<file path="config.mk">
export PLATFORM = sky130hd
export DESIGN_NAME = mda_vram_arb
export DESIGN_NICKNAME = d
export VERILOG_FILES = /design/src/rtl/mda_pkg.sv /design/src/rtl/mda_cell_addr.sv /design/src/rtl/mda_vram_arb.sv
export SDC_FILE = /design/constraint.sdc
export NUM_CORES = 1
export LEC_CHECK = 0
export BUFFER_PORTS_ARGS = -buffer_cell sky130_fd_sc_hd__buf_2
export CAP_MARGIN = 5
export CORE_ASPECT_RATIO = 0.7
export CORE_MARGIN = 5
export CORE_UTILIZATION = 37
export DETAILED_ROUTE_END_ITERATION = 10
export PLACE_DENSITY = 0.74
export SYNTH_ARGS = -nofsm -noshare
export SYNTH_HDL_FRONTEND = slang
export SYNTH_SLANG_ARGS = --single-unit
</file>
<file path="constraint.sdc">
create_clock -name clk -period 3.31 [get_ports clk]
set_input_delay 0 -clock clk [delete_from_list [all_inputs] [get_ports clk]]
set_output_delay 0 -clock clk [all_outputs]
set_load 0.1 [all_outputs]
</file>
<file path="src/rtl/mda_pkg.sv">
// Shared constants and state encoding for the MDA character/attribute RAM arbiter.
package mda_pkg;
  localparam int          COLS     = 80;
  localparam int          ROWS     = 25;
  localparam int          CELLS    = COLS * ROWS;
  localparam int          AW       = 11;
  localparam logic [15:0] CLR_WORD = 16'h0720;

  typedef enum logic [1:0] {IDLE, HACK, CLEAR} state_e;
endpackage

</file>
<file path="src/rtl/mda_cell_addr.sv">
// Linear cell address from character position: row*80 + col.
module mda_cell_addr
  import mda_pkg::*;
(
  input  logic [6:0]    col,
  input  logic [4:0]    row,
  output logic [AW-1:0] addr
);
  logic [AW-1:0] r, c;

  assign r = AW'(row);
  assign c = AW'(col);
  // 80 = 64 + 16
  assign addr = (r << 6) + (r << 4) + c;
endmodule

</file>
<file path="src/rtl/mda_vram_arb.sv">
// Single-port VRAM arbiter: display fetch first, host port and clear engine on free cycles.
module mda_vram_arb
  import mda_pkg::*;
(
  input  logic          clk,
  input  logic          rst_n,
  input  logic          disp_req,
  input  logic [6:0]    disp_col,
  input  logic [4:0]    disp_row,
  output logic [7:0]    disp_code,
  output logic [7:0]    disp_attr,
  output logic          disp_valid,
  input  logic          host_req,
  input  logic          host_we,
  input  logic [AW-1:0] host_addr,
  input  logic [15:0]   host_wdata,
  output logic [15:0]   host_rdata,
  output logic          host_ack,
  output logic          host_err,
  input  logic          clr_start,
  output logic          clr_busy,
  output logic          ram_en,
  output logic          ram_we,
  output logic [AW-1:0] ram_addr,
  output logic [15:0]   ram_wdata,
  input  logic [15:0]   ram_rdata
);
  localparam logic [AW-1:0] NCELL = AW'(CELLS);
  localparam logic [AW-1:0] LAST  = AW'(CELLS - 1);

  state_e        state;
  logic [AW-1:0] clr_cnt, disp_addr;
  logic [1:0]    vld_pipe;
  logic          clr_pend, h_rd, h_err;
  logic          free, h_inrange, clr_req, clr_go, h_go, clr_wr;

  mda_cell_addr u_addr (.col(disp_col), .row(disp_row), .addr(disp_addr));

  assign free      = !disp_req;
  assign h_inrange = host_addr < NCELL;
  // a start that lands on a display cycle is remembered so it is not lost
  assign clr_req   = clr_start | clr_pend;
  assign clr_go    = free && (state == IDLE) && clr_req;
  assign h_go      = free && (state == IDLE) && !clr_req && host_req;
  assign clr_wr    = free && (state == CLEAR);

  always_comb begin
    ram_en    = 1'b0;
    ram_we    = 1'b0;
    ram_addr  = '0;
    ram_wdata = '0;
    if (disp_req) begin
      ram_en   = 1'b1;
      ram_addr = disp_addr;
    end else if (h_go && h_inrange) begin
      ram_en    = 1'b1;
      ram_we    = host_we;
      ram_addr  = host_addr;
      ram_wdata = host_wdata;
    end else if (clr_wr) begin
      ram_en    = 1'b1;
      ram_we    = 1'b1;
      ram_addr  = clr_cnt;
      ram_wdata = CLR_WORD;
    end
  end

  always_ff @(posedge clk or negedge rst_n) begin
    if (!rst_n) begin
      state     <= IDLE;
      clr_cnt   <= '0;
      clr_pend  <= 1'b0;
      h_rd      <= 1'b0;
      h_err     <= 1'b0;
      vld_pipe  <= '0;
      disp_code <= '0;
      disp_attr <= '0;
    end else begin
      vld_pipe <= {vld_pipe[0], disp_req};
      if (vld_pipe[0]) {disp_attr, disp_code} <= ram_rdata;

      if (clr_go)                          clr_pend <= 1'b0;
      else if (clr_start && state != CLEAR) clr_pend <= 1'b1;

      case (state)
        IDLE: begin
          if (clr_go) begin
            state   <= CLEAR;
            clr_cnt <= '0;
          end else if (h_go) begin
            state <= HACK;
            h_rd  <= h_inrange && !host_we;
            h_err <= !h_inrange;
          end
        end
        HACK: begin
          state <= IDLE;
          h_rd  <= 1'b0;
          h_err <= 1'b0;
        end
        CLEAR: begin
          if (clr_wr) begin
            if (clr_cnt == LAST) begin
              state   <= IDLE;
              clr_cnt <= '0;
            end else begin
              clr_cnt <= clr_cnt + 1'b1;
            end
          end
        end
        default: state <= IDLE;
      endcase
    end
  end

  assign disp_valid = vld_pipe[1];
  assign host_ack   = (state == HACK);
  assign host_err   = h_err;
  assign host_rdata = h_rd ? ram_rdata : 16'h0000;
  assign clr_busy   = (state == CLEAR);
endmodule

</file>
---- Word level (Yosys, flattened, before mapping) ----
Index checks and enable logic that the tools add are counted.
W data, S select, Z words.
storage, ports and cells
  word-level logic and storage cells ...... 71
  register bits ........................... 34
  output and inout port bits .............. 65
  input bits .............................. 61
operators by class
  reductions and logical operators ........ 19
  bitwise logic cells ..................... 1
  $add $sub $neg .......................... 3
  eq/ne operators ......................... 10
  muxes and demuxes ....................... 29
  magnitude comparators ................... 1
operator list
  kind                     count
  $mux W11                 7
  $mux W16                 3
  $pmux W11 S2             1
  $add A11 B1 Y11 const B  1
  $add A11 B7 Y11          1
  $add A11 B9 Y11          1
  $eq A11 B11 Y1 const B   1
  $lt A11 B11 Y1 const B   1
  $mux W1                  11
  $reduce_and A3 Y1        3
  $logic_and A1 B1 Y1      8
  $mux W2                  4
  $ne A2 B2 Y1 const B     4
  $reduce_bool A2 Y1       3
  $logic_not A1 Y1         4
  $ne A2 B1 Y1 const B     2
  $pmux W1 S2              2
  $pmux W2 S2              1
  $ne A3 B3 Y1 const B     1
  $eq A2 B1 Y1 const B     1
  $eq A2 B2 Y1 const B     1
  $logic_not A2 Y1         1
  $or A1 B1 Y1             1

---- Depth between registers and ports, before layout ----
Gate-level depths: netlist of the first run.
  depth after elaboration ................. 7
  gate-level depth with buffers ........... 8
  depth with buffers taken out ............ 8

---- Modules after synthesis ----
Synthesis of the first run repeated with hierarchy kept, for this count alone.
second synthesis, totals
  cells, all modules ...................... 231
  area, all modules ....................... 2292.2 um^2
modules (own cells, without submodules)
  module         instances  seq. area each (um^2)  area an instance (um^2)  cells each
  mda_vram_arb   1          850.8                  1994.4                   199
  mda_cell_addr  1          0.0                    297.8                    32

---- Worst setup path after synthesis of the first run ----
Ideal clock, no wire load.
  kind .................................... register to output
  from .................................... reg state[0]
  to ...................................... out ram_addr[9]
  stages on the path, launching flop included .. 6
  required time ........................... 3.310 ns
  data arrival time ....................... 3.080 ns
  path buffers ............................ 1
  slack ................................... 0.230 ns
  cell sequence ........................... dfrtp_1 clkbuf_1 nand2b_1 inv_1 a21oi_1 a22oi_1
between the ends
  elaborated cells between the ends (all ways) .. 10
  classes of those cells .................. eq/ne: 1; mux: 3; reduce/logical: 6
RTL lines
  what                    RTL line            source
  from (decl)             mda_vram_arb.sv:31  state_e state;
  from (signal assigned)  mda_vram_arb.sv:70  state <= IDLE;
  from (signal assigned)  mda_vram_arb.sv:88  state <= CLEAR;
  from (signal assigned)  mda_vram_arb.sv:91  state <= HACK;
  $eq A2 B2 Y1            n/a
  named net clr_busy      mda_vram_arb.sv:21  output logic clr_busy,
  $logic_and A1 B1 Y1     mda_vram_arb.sv:45  assign clr_wr = free && (state == CLEAR);
  $mux W11                mda_vram_arb.sv:60  end else if (clr_wr) begin
  $mux W11                mda_vram_arb.sv:55  end else if (h_go && h_inrange) begin
  $mux W11                mda_vram_arb.sv:52  if (disp_req) begin
  to (decl)               mda_vram_arb.sv:24  output logic [AW-1:0] ram_addr,
The timed path passes the listed nets, and every way through them passes these cells.

---- Final worst setup path of the first run ----
  from .................................... reg clr_pend
  to ...................................... out ram_addr[7]
between the ends
  longest elaborated chain between the ends .. 7
RTL lines
  what                               RTL line            source
  from (decl)                        mda_vram_arb.sv:34  logic clr_pend, h_rd, h_err;
  from (signal assigned)             mda_vram_arb.sv:72  clr_pend <= 1'b0;
  from (signal assigned)             mda_vram_arb.sv:82  if (clr_go) clr_pend <= 1'b0;
  from (signal assigned)             mda_vram_arb.sv:83  else if (clr_start && state != CLEAR) clr_pend <= 1'b1;
  $or A1 B1 Y1                       mda_vram_arb.sv:42  assign clr_req = clr_start | clr_pend;
  $logic_not A1 Y1                   mda_vram_arb.sv:44  assign h_go = free && (state == IDLE) && !clr_req && host_req;
  $logic_and A1 B1 Y1 (2 in series)  mda_vram_arb.sv:44
  $logic_and A1 B1 Y1                mda_vram_arb.sv:55
  $mux W11                           mda_vram_arb.sv:55
  $mux W11                           mda_vram_arb.sv:52
No other way between the ends.

==> results_dict.tcl, run 1 <==
set metrics [dict create \
    status "complete, no violations" \
    drive_above_1_share_pct 40.7 \
    via_per_inst 5.08 \
    nFillCells 549 \
    wl_mm 6.45 \
    synthFlopType "dfrtp_1" \
    ff2ff_path_depth 4 \
    rows 23 \
    htree_num_levels 2 \
    hold_path_class "input port to flop" \
    final_cell_mix "125 x buf_2, 34 x dfrtp_1, 19 x and2_1" \
    setup_viol 0 \
    clkLatencyLatePin_ps 280 \
    numClockSinks 34 \
    io_buffers 125 \
    path_delay_family "simple AND/OR/NAND/NOR gates" \
    hpwl_mm 5.07 \
    hold_depth 1 \
    startpoint_type "flop" \
    synth.distinct_cells 44 \
    die_y_um 75.5 \
    wl_per_cell_um 14.2 \
    cts_tree "done" \
    worstHoldStart "disp_req" \
    worstReg2RegStart "state[1]" \
    post_cts_buffers 0 \
    path_cells "or4b_4 > nor3_4 > and2_1 > a221o_1 > buf_2" \
    critPathKind "flop to primary output" \
    cpPeakStageDelay_ps 570 \
    path_clk_slew_ps 70 \
    clockBufferDepth 2 \
    fp.dieW_um 104 \
    postCtsHoldBufs 18 \
    syn_avg_cell_area_um2 9.48 \
    synth_cells 239 \
    cts_buffers 5 \
    seq_area_frac_synth_pct 37.5 \
    fmax_mhz 350 \
    antenna_found_initial 0 \
    finalHoldViolCount 0 \
    synth_area_um2 2270 \
    holdPathEnd "vld_pipe[0]" \
    final_nets 450 \
    layout_commonest_cell "buf_2" \
    dr.pass1.iters 4 \
    grt_use_total_pct 17.0 \
    layout-area-overhead-vs-synth_pct 41.6 \
    overflow 0 \
    ys_warn_count 0 \
    p_leak_nw 1.72 \
    max_cap_viol_count 0 \
    ir_drop_uv 258 \
    async_flop_share_pct 100 \
    synth-seq-cells 34 \
    core-area_um2 5840 \
    required_ps 3310 \
    crit_buf_inv 1 \
    reg2reg_slack_ps 1310 \
    synth_nets 312 \
    ant_nets 0 \
    slew_headroom_pct 48.9 \
    worst_slew_pin_slew_ps 767 \
    ioPinCount 126 \
    drc 0 \
    setup-tns-final_ps 0 \
    drt_iter0_drc 115 \
    grt_pass1_wl_mm 10.9 \
    cts_resized 0 \
    report.final.slew_viol_count 0 \
    initial_core_util_pct 38.8 \
    reg2reg_to "clr_cnt[0]" \
    grt_setup_unrepaired "false" \
    worstPathMaxFanout 16 \
    vias 2300 \
    crit_path_end_kind "primary output" \
    fin_hold_ws_ps 78.9 \
    num_antenna_cells 0 \
    grt_max_degree 35 \
    synth_edf_count 0 \
    root_buffer "clkbuf_8" \
    fin_crit_sh_pct 86.4 \
    arrival_ps 2860 \
    gp_congestion 0.866 \
    fin_skew_ps 5.91 \
    grt_pass1_vias 2288 \
    die-area_um2 7810 \
    slowest_stage "or4b_4" \
    min_period_ps 2860 \
    p_per_area_nw_per_um2 523 \
]
[logic make-up after synthesis]
kind of cell	after synthesis	synth area share, %
AOI/OAI and AO/OA	59	17.9
xor gates and xnor gates	3	1.16
adders and majority gates	12	7.29
buffers and inverters	27	5.13
DFF	34	37.5
muxes	17	8.39
and+or+nand+nor	87	22.6
[worst max path at each step]
stage / startpoint / to / slack [ps] / cells past startpoint
global placement: clr_pend / ram_addr[7] / 780 / 5
floorplan: state[0] / ram_addr[9] / 230 / 5
finish: clr_pend / ram_addr[7] / 450 / 5
detailed placement: clr_pend / ram_addr[7] / 730 / 5
global route: clr_pend / ram_addr[7] / 300 / 5
CTS: clr_pend / ram_addr[7] / 410 / 5
[final cells by class]
| cell class | instances | area [um2] | share of cell area, % |
|---|---|---|---|
| Clock inverter | 1 | 5.00 | 0.156 |
| Inverter | 12 | 45.0 | 1.40 |
| Multi-Input combinational cell | 178 | 1300 | 40.5 |
| Timing Repair Buffer | 146 | 828 | 25.8 |
| Tap cell | 75 | 93.8 | 2.93 |
| Clock buffer | 7 | 86.3 | 2.69 |
| Sequential cell | 34 | 851 | 26.5 |
[flip-flops by register name, summed over array words and instances, names as in the netlist]
register   flops
clr_cnt       11
disp_attr      8
disp_code      8
state          2
vld_pipe       2
clr_pend       1
h_rd           1
host_err       1
[per-layer routing]
| layer | vias up | GRT usage [%] | part of all wire, % |
|---|---|---|---|
| li1 | 1146 | - | - |
| met3 | 8 | 4.66 | 9.5 |
| met4 | 0 | 4.08 | 0.93 |
| met1 | 1043 | 22.9 | 45 |
| met5 | - | 0 | 0 |
| met2 | 103 | 27.6 | 44 |
[metrics by stage]
stage | util [%] | total power, mW | area [um2] | instances | setup WS, ps
after floorplan | - | 1.19 | 2270 | 239 | 230
final | 54.9 | 1.68 | 3210 | 453 | 450
after global placement | 50.3 | 1.35 | 2940 | 427 | 779
after detailed placement | 50.3 | 1.36 | 2940 | 427 | 726
after CTS | 54.9 | 1.70 | 3210 | 453 | 407
after global routing | 54.9 | 1.78 | 3210 | 453 | 301
[cells in the mapped netlist (3+ instances only)]
cell	n	share of area (%)
nand2b_1	4	1.1
nor3_1	6	1.3
inv_1	12	2.0
nand3_1	8	1.8
nor2b_1	3	0.83
clkbuf_1	9	1.5
buf_2	3	0.66
a31oi_1	3	0.83
a21o_1	14	4.6
nor2_1	4	0.66
a22oi_1	3	0.99
nand2_1	15	2.5
and3_1	15	4.1
dfrtp_1	34	38
mux2_2	16	8.0
ha_1	10	5.5
o22ai_1	5	1.4
a21oi_1	11	2.4
o21ai_0	8	1.8
and2_1	19	5.2
nand4_1	3	0.83
a22o_1	7	2.7
[power breakdown]
group / total (mW) / internal [mW] / leakage (nW) / switching, mW
registers: 0.543 / 0.476 / 0.404 / 0.0670
logic: 0.820 / 0.204 / 1.26 / 0.617
clock network: 0.316 / 0.168 / 0.0482 / 0.148
No activity file was read; power rests on OpenSTA's default activity.
==> inputs of run 2 (changes only) <==
ABC_CLOCK_PERIOD_IN_PS = 3620   (was default)
SETUP_SLACK_MARGIN = 0.5   (was default)
clock period = 3.62 ns   (was 3.31 ns; I/O delays follow)
==> results_dict.tcl, run 2 (synthesis gave the netlist of run 1 again) <==
set metrics [dict create \
    status "complete, no violations" \
    arrival_ps 2910 \
    largest_reg_flops 11 \
    crit_path_end_kind "primary output" \
    grt_setup_unrepaired "false" \
    required_ps 3620 \
    dpl.cell_count 426 \
    grt_use_total_pct 16.6 \
    setup-tns-final_ps 0 \
    p_per_area_nw_per_um2 481 \
    numClockSinks 34 \
    postCtsHoldBufs 18 \
    worstPathMaxFanout 16 \
    gp_congestion 0.888 \
    fmax_mhz 344 \
    clkLatencyLatePin_ps 280 \
    dr.pass1.iters 4 \
    num_antenna_cells 0 \
    htree_num_levels 2 \
    max_cap_viol_count 0 \
    grt_pass1_wl_mm 10.8 \
    die-area_um2 7810 \
    layout-area-overhead-vs-synth_pct 41.4 \
    cts_buffers 5 \
    fin_crit_sh_pct 80.3 \
    largestRegisters "clr_cnt x11, disp_attr x8, disp_code x8" \
    startpoint_type "flop" \
    wl_per_cell_um 14.5 \
    cts_resized 0 \
    drc 0 \
    drive_above_1_share_pct 40.8 \
    cts_tree "done" \
    overflow 0 \
    finalHoldViolCount 0 \
    root_buffer "clkbuf_8" \
    drt_iter0_drc 162 \
    io_buffers 125 \
    largest-register "clr_cnt" \
    vias 2321 \
    wl_mm 6.53 \
    initial_core_util_pct 38.8 \
    final_nets 449 \
    grt_max_degree 35 \
    grt_pass1_vias 2245 \
    min_period_ps 2910 \
    die_y_um 75.5 \
    critPathKind "flop to primary output" \
    setup_viol 0 \
    worst_slew_pin_slew_ps 1050 \
    ir_drop_uv 259 \
    post_cts_buffers 0 \
    nFillCells 549 \
    rows 23 \
    fin_skew_ps 4.52 \
    ant_nets 0 \
    ioPinCount 126 \
    layout_commonest_cell "buf_2" \
    clockBufferDepth 2 \
    path_clk_slew_ps 70 \
    hpwl_mm 5.02 \
    antenna_found_initial 0 \
    fin_cells 452 \
    via_per_inst 5.13 \
    fp.dieW_um 104 \
    core-area_um2 5840 \
    final_cell_mix "125 x buf_2, 34 x dfrtp_1, 19 x and2_1" \
    p_leak_nw 1.71 \
    slew_headroom_pct 30.1 \
    report.final.slew_viol_count 0 \
    hold_path_class "input port to flop" \
]
-- run 2: cell types whose count changed in the layout (fill, tap and decap cells not counted) --
cell / before / now
clkinvlp_4: 0 / 1
clkbuf_1: 1 / 0
buf_4: 3 / 2
-- run 2: area by class of cell --
cell class / count / area (um2) / area share, %
multi-input combinational: 178 / 1300 / 40.5
sequential: 34 / 851 / 26.6
timing repair buffer: 145 / 821 / 25.6
tap: 75 / 93.8 / 2.93
clock buffer: 6 / 82.6 / 2.58
inverter: 12 / 45.0 / 1.41
clock inverter: 2 / 12.5 / 0.390
-- run 2: where the power goes --
part	internal (mW)	leakage, nW	switching, mW
clock	0.153	0.0472	0.139
sequential	0.435	0.404	0.0630
combinational	0.186	1.26	0.565
total	0.774	1.71	0.767
-- run 2: per-layer routing --
layer	share of wire (%)	vias to the layer above	track usage, %	routed length (um)
li1	-	1136	-	-
met1	47	1084	22.7	3050
met2	44	99	27.4	2910
met3	8.6	2	4.66	562
met4	0.21	0	1.75	14
met5	0	-	0	0
-- run 2: metrics by stage --
stage                     power (mW)  worst slack, ps  hold WS, ps  utilization (%)  instance area (um2)
after floorplan                 1.09              540         -296                -                 2270
after global placement          1.23             1110          120             50.1                 2930
after detailed placement        1.24             1030          124             50.1                 2930
after CTS                       1.55              696         61.0             54.9                 3200
after global routing            1.62              578         77.6             54.9                 3200
final                           1.54              714         81.1             54.9                 3200
-- run 2: path summary, 6_finish.rpt --
check / startpoint / endpoint / slack [ps] / depth (start not counted)
min: disp_req / vld_pipe[0] / 80 / 1
min reg2reg: disp_code[6] / disp_code[6] / 500 / 1
max in group asynchronous: rst_n / clr_cnt[4] / 2820 / 2
min in group asynchronous: rst_n / disp_attr[1] / 320 / 2
max: clr_pend / ram_addr[8] / 710 / 5
max reg2reg: state[1] / clr_cnt[0] / 1620 / 4
-- run 2: critical path, cell delays in order (launching register included) --
cell	delay, ps
dfrtp_1	410
or4b_4	570
nor3_4	390
and2_1	580
a221o_1	250
buf_2	420
==> inputs of run 3 (changes only) <==
ABC_CLOCK_PERIOD_IN_PS = 2600   (was 3620)
PLACE_DENSITY = 0.76   (was 0.74)
clock period = 2.6 ns   (was 3.62 ns; I/O delays follow)
==> results_dict.tcl, run 3 (synthesis gave the netlist of run 1 again) <==
set metrics [dict create \
    cts_tree "done" \
    worstReg2RegStart "clr_cnt[0]" \
    wl_per_cell_um 15.9 \
    dr.pass1.iters 4 \
    p_leak_nw 1.82 \
    worst_slew_pin_slew_ps 746 \
    largestRegisters "clr_cnt x11, disp_attr x8, disp_code x8" \
    report.final.slew_viol_count 0 \
    die_y_um 75.5 \
    path_delay_family "simple AND/OR/NAND/NOR gates" \
    critPathKind "flop to primary output" \
    max_cap_viol_count 0 \
    top_layer "met4" \
    drt_iter0_drc 151 \
    cts_buffers 5 \
    hold_path_class "input port to flop" \
    hold_depth 3 \
    worstHoldStart "clr_start" \
    required_ps 2600 \
    startpoint_type "flop" \
    clockBufferDepth 2 \
    grt_max_degree 35 \
    ant_nets 0 \
    drive_above_1_share_pct 50.1 \
    fp.dieW_um 104 \
    status "complete, no violations" \
    layout_commonest_cell "buf_2" \
    path_clk_slew_ps 60 \
    slowest_stage "or4b_4" \
    htree_num_levels 2 \
    final_nets 457 \
    wl_met3_um 692 \
    wl_met1_mm 3.01 \
    crit_buf_inv 2 \
    hpwl_mm 5.27 \
    wl_mm 7.34 \
    core-area_um2 5840 \
    ioPinCount 126 \
    path_depth 6 \
    setup_viol 0 \
    nFillCells 483 \
    fin_crit_sh_pct 80.4 \
    p_per_area_nw_per_um2 641 \
    drc 0 \
    via_per_inst 5.25 \
    clkLatencyLatePin_ps 280 \
    layout-area-overhead-vs-synth_pct 60.4 \
    path_cells "or4b_4 > nor3_4 > buf_6 > and2_4 > a221o_2 > buf_12" \
    initial_core_util_pct 38.8 \
    grt_setup_unrepaired "true" \
    worstPathMaxFanout 8 \
    reg2reg_slack_ps 800 \
    fmax_mhz 478 \
    gp_congestion 0.870 \
    crit_path_end_kind "primary output" \
    ir_drop_uv 390 \
    die-area_um2 7810 \
    ff2ff_path_depth 6 \
    finalHoldViolCount 0 \
    grt_use_total_pct 18.8 \
    largest_reg_flops 11 \
    min_period_ps 2090 \
    final_cell_mix "96 x buf_2, 33 x dfrtp_1, 20 x buf_4" \
    largest-register "clr_cnt" \
    cpPeakStageDelay_ps 510 \
    numClockSinks 34 \
    arrival_ps 2090 \
    crit_path_start "clr_pend" \
    slew_headroom_pct 50.2 \
    num_antenna_cells 0 \
    overflow 0 \
    grt_pass1_wl_mm 11.9 \
    stdcell_area_um2 3630 \
    setup-tns-final_ps 0 \
    rows 23 \
    root_buffer "clkbuf_8" \
    post_dp_cell_area_um2 3240 \
    vias 2416 \
    io_buffers 125 \
    wl_met2_mm 3.55 \
    fin_skew_ps 7.02 \
    grt_pass1_vias 2499 \
    antenna_found_initial 0 \
]
-- run 3: changes by cell type in the layout (fill, tap and decap cells not counted), moves of 4 or more --
cell,delta
and3_2,+7
buf_2,-29
buf_12,+16
a21o_4,+4
a21o_2,+6
buf_4,+18
and3_1,-7
a21o_1,-10
-- run 3: cell type report --
class	count	area [um2]	area share [%]
clock buffer	7	86.3	2.38
sequential	34	852	23.5
timing repair buffer	152	1160	31.9
clock inverter	1	5.00	0.138
inverter	12	48.8	1.34
tap	75	93.8	2.58
multi-input combinational	179	1390	38.2
-- run 3: worst paths after layout --
kind	end
hold reg to reg	disp_code[7]
min in group asynchronous	clr_cnt[0]
setup / recovery	ram_addr[8]
hold / removal	clr_pend
setup reg to reg	clr_cnt[9]
max in group asynchronous	state[1]
-- run 3: power by group --
group,internal (mW),switching [mW]
Combinational,0.406,0.827
Clock,0.214,0.187
Sequential,0.606,0.0892
Total,1.22,1.10
-- run 3: worst min-delay path, cell delays in order --
cell and delay, ps:
buf_2 100, nor2_1 50, nor2_1 90
-- run 3: repair_timing --
action	in CTS	in global routing
cloned	1	0
endpoints found under the setup margin	29	29
pin swaps	3	6
endpoints found under the hold margin	50	0
resized for setup	23	7
setup buffers	3	1
hold buffers	17	0
-- run 3: metrics by stage --
step | setup slack (ps) | util [%] | hold slack, ps | std cells | total power [mW]
global placement | 461 | 55.5 | 118 | 430 | 1.86
finish | 510 | 62.2 | 8.89 | 460 | 2.33
detailed placement | 422 | 55.5 | 122 | 430 | 1.88
global route | 437 | 62.2 | 78.7 | 460 | 2.44
floorplan | 300 | - | -296 | 239 | 1.54
CTS | 386 | 61.7 | 9.73 | 459 | 2.33
-- run 3: layer usage --
metal / global-route usage [%] / vias to the layer above
li1: - / 1159
met1: 24.2 / 1135
met2: 32.0 / 110
met3: 4.74 / 12
met4: 5.09 / 0
met5: 0 / -
